$ cat src/rtl/uart_tx_port.sv
// Purpose: CPU-mapped UART transmitter with an 8-entry byte FIFO and a status register.
// Latency: the start bit reaches tx one clock after a push into an empty FIFO with the FSM idle.
// Backpressure: none on the bus. A push into a full FIFO is dropped and sets sticky overflow.
// Optional even parity bit is compiled in by defining UART_TX_PARITY_EN (11-bit frame instead of 10).
module uart_tx_port #(
    parameter logic [15:0] BASE_ADDR    = 16'hD000,
    parameter logic [15:0] CLKS_PER_BIT = 16'd434
) (
    input  logic        clk,
    input  logic        rst,
    input  logic [15:0] address,
    input  logic        read_write,
    input  logic [7:0]  data_write,
    output logic [7:0]  data_read,
    output logic        sel,
    output logic        tx
);

`ifdef UART_TX_PARITY_EN
    typedef enum logic [2:0] {
        S_IDLE   = 3'd0,
        S_START  = 3'd1,
        S_DATA   = 3'd2,
        S_PARITY = 3'd3,
        S_STOP   = 3'd4
    } state_t;
`else
    typedef enum logic [1:0] {
        S_IDLE  = 2'd0,
        S_START = 2'd1,
        S_DATA  = 2'd2,
        S_STOP  = 2'd3
    } state_t;
`endif

    // Timer counts down from BIT_LAST to 0, so each bit is CLKS_PER_BIT cycles.
    localparam logic [15:0] BIT_LAST = CLKS_PER_BIT - 16'd1;

    // FIFO storage and bookkeeping
    logic [7:0]  fifo_mem [8];
    logic [2:0]  wr_ptr_q, wr_ptr_d;
    logic [2:0]  rd_ptr_q, rd_ptr_d;
    logic [3:0]  count_q,  count_d;
    logic        overflow_q, overflow_d;

    // Transmit FSM state
    state_t      state_q, state_d;
    logic [15:0] timer_q, timer_d;
    logic [7:0]  shreg_q, shreg_d;
    logic [2:0]  bit_idx_q, bit_idx_d;
    logic        tx_q, tx_d;
`ifdef UART_TX_PARITY_EN
    logic        parity_q, parity_d;
`endif

    // Bus decode and handshake between FIFO and FSM
    logic        wr_data_en;
    logic        wr_clr_en;
    logic        push_ok;
    logic        pop;
    logic        load;
    logic        fifo_empty;
    logic        fifo_full;
    logic        timer_last;
    logic        busy;
    logic [7:0]  head_dat;

    assign sel        = (address[15:1] == BASE_ADDR[15:1]);
    assign wr_data_en = sel & ~address[0] & ~read_write;
    assign wr_clr_en  = sel &  address[0] & ~read_write;
    assign fifo_empty = (count_q == 4'd0);
    assign fifo_full  = (count_q == 4'd8);
    assign timer_last = (timer_q == 16'd0);
    assign busy       = (state_q != S_IDLE);
    assign head_dat   = fifo_mem[rd_ptr_q];
    assign tx         = tx_q;

    // A full FIFO still accepts a push when the FSM pops in the same cycle,
    // because the freed slot is the one being written.
    assign push_ok    = wr_data_en & (~fifo_full | pop);

    // Status read mux; BASE+0 and unselected reads return zero
    always_comb begin
        data_read = 8'h00;
        if (sel && address[0] && read_write) begin
            data_read = {count_q, overflow_q, busy, fifo_full, fifo_empty};
        end
    end

    // FIFO pointer, occupancy and sticky overflow next-state
    always_comb begin
        wr_ptr_d   = wr_ptr_q + {2'b00, push_ok};
        rd_ptr_d   = rd_ptr_q + {2'b00, pop};
        count_d    = count_q;
        overflow_d = overflow_q;
        case ({push_ok, pop})
            2'b10:   count_d = count_q + 4'd1;
            2'b01:   count_d = count_q - 4'd1;
            default: count_d = count_q;
        endcase
        if (wr_clr_en) begin
            overflow_d = 1'b0;
        end else if (wr_data_en && fifo_full && !pop) begin
            overflow_d = 1'b1;
        end
    end

    // Transmit FSM next-state; tx is computed here and registered so it is glitch-free
    always_comb begin
        state_d   = state_q;
        timer_d   = timer_q;
        shreg_d   = shreg_q;
        bit_idx_d = bit_idx_q;
        tx_d      = tx_q;
        load      = 1'b0;
`ifdef UART_TX_PARITY_EN
        parity_d  = parity_q;
`endif
        case (state_q)
            S_IDLE: begin
                tx_d    = 1'b1;
                timer_d = 16'd0;
                if (!fifo_empty) begin
                    load = 1'b1;
                end
            end
            S_START: begin
                if (timer_last) begin
                    state_d = S_DATA;
                    timer_d = BIT_LAST;
                    tx_d    = shreg_q[0];
                end else begin
                    timer_d = timer_q - 16'd1;
                end
            end
            S_DATA: begin
                if (timer_last) begin
                    timer_d = BIT_LAST;
                    if (bit_idx_q == 3'd7) begin
`ifdef UART_TX_PARITY_EN
                        state_d = S_PARITY;
                        tx_d    = parity_q;
`else
                        state_d = S_STOP;
                        tx_d    = 1'b1;
`endif
                    end else begin
                        bit_idx_d = bit_idx_q + 3'd1;
                        shreg_d   = {1'b0, shreg_q[7:1]};
                        tx_d      = shreg_q[1];
                    end
                end else begin
                    timer_d = timer_q - 16'd1;
                end
            end
`ifdef UART_TX_PARITY_EN
            S_PARITY: begin
                if (timer_last) begin
                    state_d = S_STOP;
                    timer_d = BIT_LAST;
                    tx_d    = 1'b1;
                end else begin
                    timer_d = timer_q - 16'd1;
                end
            end
`endif
            S_STOP: begin
                if (timer_last) begin
                    if (!fifo_empty) begin
                        // Chain straight into the next frame, no idle gap
                        load = 1'b1;
                    end else begin
                        state_d = S_IDLE;
                        timer_d = 16'd0;
                        tx_d    = 1'b1;
                    end
                end else begin
                    timer_d = timer_q - 16'd1;
                end
            end
            default: begin
                state_d = S_IDLE;
                timer_d = 16'd0;
                tx_d    = 1'b1;
            end
        endcase

        // Pop the FIFO head and begin a start bit
        if (load) begin
            state_d   = S_START;
            timer_d   = BIT_LAST;
            shreg_d   = head_dat;
            bit_idx_d = 3'd0;
            tx_d      = 1'b0;
`ifdef UART_TX_PARITY_EN
            parity_d  = ^head_dat;
`endif
        end
    end

    assign pop = load;

    // FIFO data storage; no reset needed since count gates validity
    always_ff @(posedge clk) begin
        if (push_ok && !rst) begin
            fifo_mem[wr_ptr_q] <= data_write;
        end
    end

    // All control state; reset aborts any frame and empties the FIFO
    always_ff @(posedge clk) begin
        if (rst) begin
            wr_ptr_q   <= 3'd0;
            rd_ptr_q   <= 3'd0;
            count_q    <= 4'd0;
            overflow_q <= 1'b0;
            state_q    <= S_IDLE;
            timer_q    <= 16'd0;
            shreg_q    <= 8'h00;
            bit_idx_q  <= 3'd0;
            tx_q       <= 1'b1;
`ifdef UART_TX_PARITY_EN
            parity_q   <= 1'b0;
`endif
        end else begin
            wr_ptr_q   <= wr_ptr_d;
            rd_ptr_q   <= rd_ptr_d;
            count_q    <= count_d;
            overflow_q <= overflow_d;
            state_q    <= state_d;
            timer_q    <= timer_d;
            shreg_q    <= shreg_d;
            bit_idx_q  <= bit_idx_d;
            tx_q       <= tx_d;
`ifdef UART_TX_PARITY_EN
            parity_q   <= parity_d;
`endif
        end
    end

endmodule

$ cat config.mk
export PLATFORM = sky130hd
export DESIGN_NAME = uart_tx_port
export DESIGN_NICKNAME = d
export VERILOG_FILES = /design/src/rtl/uart_tx_port.sv
export SDC_FILE = /design/constraint.sdc
export NUM_CORES = 1
export LEC_CHECK = 0
export CAP_MARGIN = 20
export CORE_MARGIN = 2
export CORE_UTILIZATION = 45
export DETAILED_ROUTE_END_ITERATION = 7
export PLACE_DENSITY = 0.75
export SYNTH_ARGS = -nofsm -noshare
export SYNTH_HDL_FRONTEND = slang
export SYNTH_SLANG_ARGS = --single-unit
export TNS_END_PERCENT = 10
$ cat constraint.sdc
create_clock -name clk -period 9.8 [get_ports clk]
set_input_delay 1.96 -clock clk [delete_from_list [all_inputs] [get_ports clk]]
set_output_delay 1.96 -clock clk [all_outputs]
set_load 0.01 [all_outputs]
After elaboration in Yosys (flattened, before gate mapping)

Memories as Yosys holds them, arrays and structs flattened. A register that Yosys moved wholly into a read port is not among the register bits.
Index checks and enable logic that the tools add are counted.

Flip-flop bits (word level): 41
RAM bits: 64
Input bits: 27
Output and inout port bits: 10
Logic and storage cells: 104
Memories: 1

Add/sub/neg operators: 6
Equality and inequality tests: 21
Multiplexer cells: 31
Bitwise gates (word level): 10
Reduce and logical (&&, ||, !) cells: 24

Memory list:

| name     | depth | width | rd ports | clocked after Yosys merged registers in | wr ports | line | RTL |
|---|---|---|---|---|---|---|---|
| fifo_mem | 8     | 8     | 1        | 1                                       | 1        | 40   | `logic [7:0] fifo_mem [8];` |

Operator list:

| kind                    | count |
|---|---|
| $mux W16                | 3 |
| $pmux W16 S3            | 1 |
| $mux W8                 | 5 |
| $ne A3 B3 Y1 const B    | 6 |
| $logic_not A16 Y1       | 1 |
| $sub A16 B1 Y16 const B | 1 |
| $eq A15 B15 Y1 const B  | 1 |
| $ne A2 B2 Y1 const B    | 6 |
| $reduce_and A6 Y1       | 2 |
| $mux W1                 | 11 |
| $mux W2                 | 5 |
| $mux W9                 | 1 |
| $pmux W4 S2             | 1 |
| $reduce_bool A2 Y1      | 4 |
| $add A3 B1 Y3           | 2 |
| $eq A2 B2 Y1 const B    | 3 |
| $pmux W2 S3             | 1 |
| $reduce_and A3 Y1       | 2 |
| $reduce_or A2 Y1        | 3 |
| $and A1 B1 Y1           | 5 |
| $logic_and A1 B1 Y1     | 5 |
| $add A4 B1 Y4 const B   | 1 |
| $eq A2 B1 Y1 const B    | 2 |
| $eq A4 B4 Y1 const B    | 1 |
| 15 further kinds        | 19 |

Depth between registers and ports, before layout

Gate-level depths: netlist of run 1.

Depth in word-level cells: 9
Mapped depth: 15
Depth with buffers taken out: 14

Worst setup path after synthesis of run 1

No wires, ideal clock.

Kind: input-to-output
From: in address[3]
To: out data_read[0]
Arrival: 3349 ps
Data required time: 7840 ps
Path slack: 4491 ps
Cell stages on the path: 4
Path buffers: 0
Cells stage by stage: or4b_1 > nor4_4 > nand3_1 > nor2_1

Longest elaborated chain between the ends: 4

Ends and longest elaborated chain:

| element                           | line | RTL |
|---|---|---|
| start: declaration                | 11   | `input logic [15:0] address,` |
| $eq A15 B15 Y1                    | 68   | `assign sel = (address[15:1] == BASE_ADDR[15:1]);` |
| via sel                           | 15   | `output logic sel,` |
| $logic_and A1 B1 Y1 (2 in series) | 85   | `if (sel && address[0] && read_write) begin` |
| $mux W8                           | 85   |  |
| end: declaration                  | 14   | `output logic [7:0] data_read,` |

The timed path passes the listed nets, and every way through them passes these cells.

Worst setup path in the final report of run 1

From: in address[2]
To: out data_read[2]

Longest elaborated chain between the ends: 4

Ends and longest elaborated chain:

| element                           | line |
|---|---|
| $eq A15 B15 Y1                    | 68 |
| $logic_and A1 B1 Y1 (2 in series) | 85 |
| $mux W8                           | 85 |

Every way passes these cells.

==> results of run 1 <==
[cells in the mapped netlist (8+ instances only)]
| cell | instances |
|---|---|
| nand2_1 | 13 |
| a21oi_1 | 12 |
| edfxtp_1 | 64 |
| mux2i_1 | 10 |
| mux4_2 | 16 |
| xnor2_1 | 11 |
| inv_1 | 9 |
| a211oi_1 | 16 |
| dfxtp_1 | 41 |
| nor3_1 | 14 |
| clkbuf_1 | 8 |
| ha_1 | 15 |
| nor2_1 | 41 |
| nor2b_1 | 15 |
[per-layer routing]
| layer | vias to the layer above | track usage (%) | part of all wire [%] |
|---|---|---|---|
| li1 | 1551 | - | - |
| met1 | 1560 | 22.4 | 44 |
| met2 | 89 | 29.6 | 50 |
| met3 | 17 | 4.94 | 4.6 |
| met4 | 0 | 4.67 | 1.3 |
| met5 | - | 0 | 0 |
[area by class of cell]
type | count | area (um2) | share of cell area [%]
Sequential cell | 105 | 2740 | 48.8
Timing Repair Buffer | 43 | 413 | 7.34
Clock buffer | 10 | 128 | 2.27
Multi-Input combinational cell | 256 | 2050 | 36.4
Tap cell | 140 | 175 | 3.11
Clock inverter | 6 | 78.8 | 1.40
Inverter | 10 | 37.5 | 0.667
[final timing paths]
check / startpoint / endpoint / cells after the start
setup / recovery: address[2] / data_read[2] / 6
hold / removal: shreg_q[7] / shreg_q[7] / 2
setup reg to reg: state_q[1] / count_q[3] / 13
hold reg to reg: shreg_q[7] / shreg_q[7] / 2
[registers in the layout, indices dropped and copies added, names as in the netlist]
register    count
tx              1
overflow_q      1
count_q         4
shreg_q         8
timer_q        16
rd_ptr_q        3
bit_idx_q       3
state_q         2
wr_ptr_q        3
fifo_mem       64
[where the power goes]
part,internal (mW),switching (mW),total (mW)
Clock,0.125,0.155,0.279
Combinational,0.231,0.292,0.523
Sequential,0.500,0.0373,0.537
Total,0.855,0.484,1.34
[stage by stage]
step                power [mW]  utilization [%]  setup WS (ns)  area, um2  hold slack, ns
floorplan                0.958                -           4.49       4910           0.458
global placement          1.05             50.4           3.55       5420           0.477
detailed placement        1.06             50.4           3.49       5420           0.481
CTS                       1.34             52.3           3.49       5620           0.494
global route              1.43             52.3           3.40       5620           0.532
finish                    1.34             52.3           3.50       5620           0.498
[cells by family (layout without fill, tap and decap cells)]
group | after synthesis | count (layout) | synth area share, %
adders and majority gates | 16 | 16 | 4.23
DFF | 105 | 105 | 55.9
AOI/OAI and AO/OA | 60 | 60 | 8.64
and+or+nand+nor | 136 | 136 | 15.6
xor gates and xnor gates | 12 | 12 | 2.14
buffers and inverters | 26 | 69 | 2.47
muxes | 32 | 32 | 11.1
[critical path, stage by stage]
cell	delay (ns)
clkdlybuf4s50_1	0.41
or4_4	0.56
nor4_4	0.39
nand3_1	0.26
nor2_1	0.19
clkdlybuf4s50_1	0.56
==> metrics, run 1 <==
HP Class=flip-flop to flip-flop; count of flip-flops with a built-in enable after synthesis=64; layout cell share with drive strength beyond 1=13.7%; Worst setup EP type=primary output; achievable clock frequency=159 MHz; number of global-route vias before repair=3081; Setup CP Type=input port to primary output; TritonCTS clock tree=built; detail-routed net length per standard cell=17.0 um; # hold bufs at CTS=0; Worst-Skew Late Latency=0.38 ns; Syn Inst Count=387; Max Cap Viol=0; core area=10700 um2; final hold violations=0; largest net degree at the start of global routing=40; clock sink count=105; critical path arrival=4.34 ns; n_diodes=0; fin crit period=6.30 ns; R2R setup slack=6.41 ns; via/cell ratio=5.64; VDD IR max=145 uV; IO buf count=36; final number of max-transition violations=0; H-tree levels=3; final wirelength=9700 um; Syn Nets=430; CTS resizes=0; num ports=37; Root Driver=clkbuf_8; Synthesis Warnings=0; top cells by area, synth=edfxtp_1 39%, dfxtp_1 17%, mux4_2 7.3%, ha_1 3.8%, nor2_1 3.1%; DIE AREA=11800 um2; Clock Pin Slew Worst Setup and Hold Paths=0.09 ns; setup_tns=0 ns; Slew @ Worst Pin=1.02 ns; clock buffers created by TritonCTS=9; Clock Tree Buf Depth=2; Max transition margin=31.5%; Netlist cell types=63; final setup vio count=0; register area share after synthesis=55.9%; DR pass1 iterations=8; leak pwr=1.95 nW; PD cells=238 nW/um2; number of routed nets with antenna violations=0; clk_skew=0.0152 ns; total grt overflow=0; FF+latch count, synth=105; critical path fanouts, max=7; RSZ-0062 raised after global routing=no; die height=108 um; post-CTS setup buffer count=0; outcome=finished, final reports clean; top-area cell type share of the netlist area=39.2%; die width=108 um; placed wire-length estimate=6670 um; DRC viols=0; Critical Path RT=7.84 ns; Async SR Flop Fraction=0%; initial drt markers=195; FILL cells=927; syn_area_per_cell=12.7 um2; Starting Density=45.7%; initial antenna violation count=0; RD Place Congestion=0.810; Layout Cells excl Fill=570; main flop type after synthesis=edfxtp_1; row count=38; most frequent cells in the layout=64 x edfxtp_1, 41 x nor2_1, 41 x dfxtp_1; most common cell after layout, fill and taps aside=edfxtp_1; synthesis-to-finish area growth=14.6%; Final nets=468; Total GRT Usage=17.6%; DR vias=3217; critical path launch point type=input port; Final Cycle Share=64.3%; first-pass GRT wire length=15800 um; Cell Area, Synth=4910 um2; Synth area leader=edfxtp_1; dpl cells=554
Note: power is estimated with default switching activity, not from simulation.
==> inputs of run 2 (changes only) <==
- clock period: 9.8 -> 6.3 ns (I/O delays scaled with it)
==> results of run 2 <==
Same layout as run 1 (identical final DEF). Status: finished, final reports clean.
Among the figures that moved: setup slack after placement 3.49 ns -> 1.39 ns; setup slack after layout 3.50 ns -> 1.40 ns; register-to-register setup slack 6.41 ns -> 2.91 ns; total power 1.34 mW -> 2.08 mW; worst IR drop on VDD 145 uV -> 225 uV
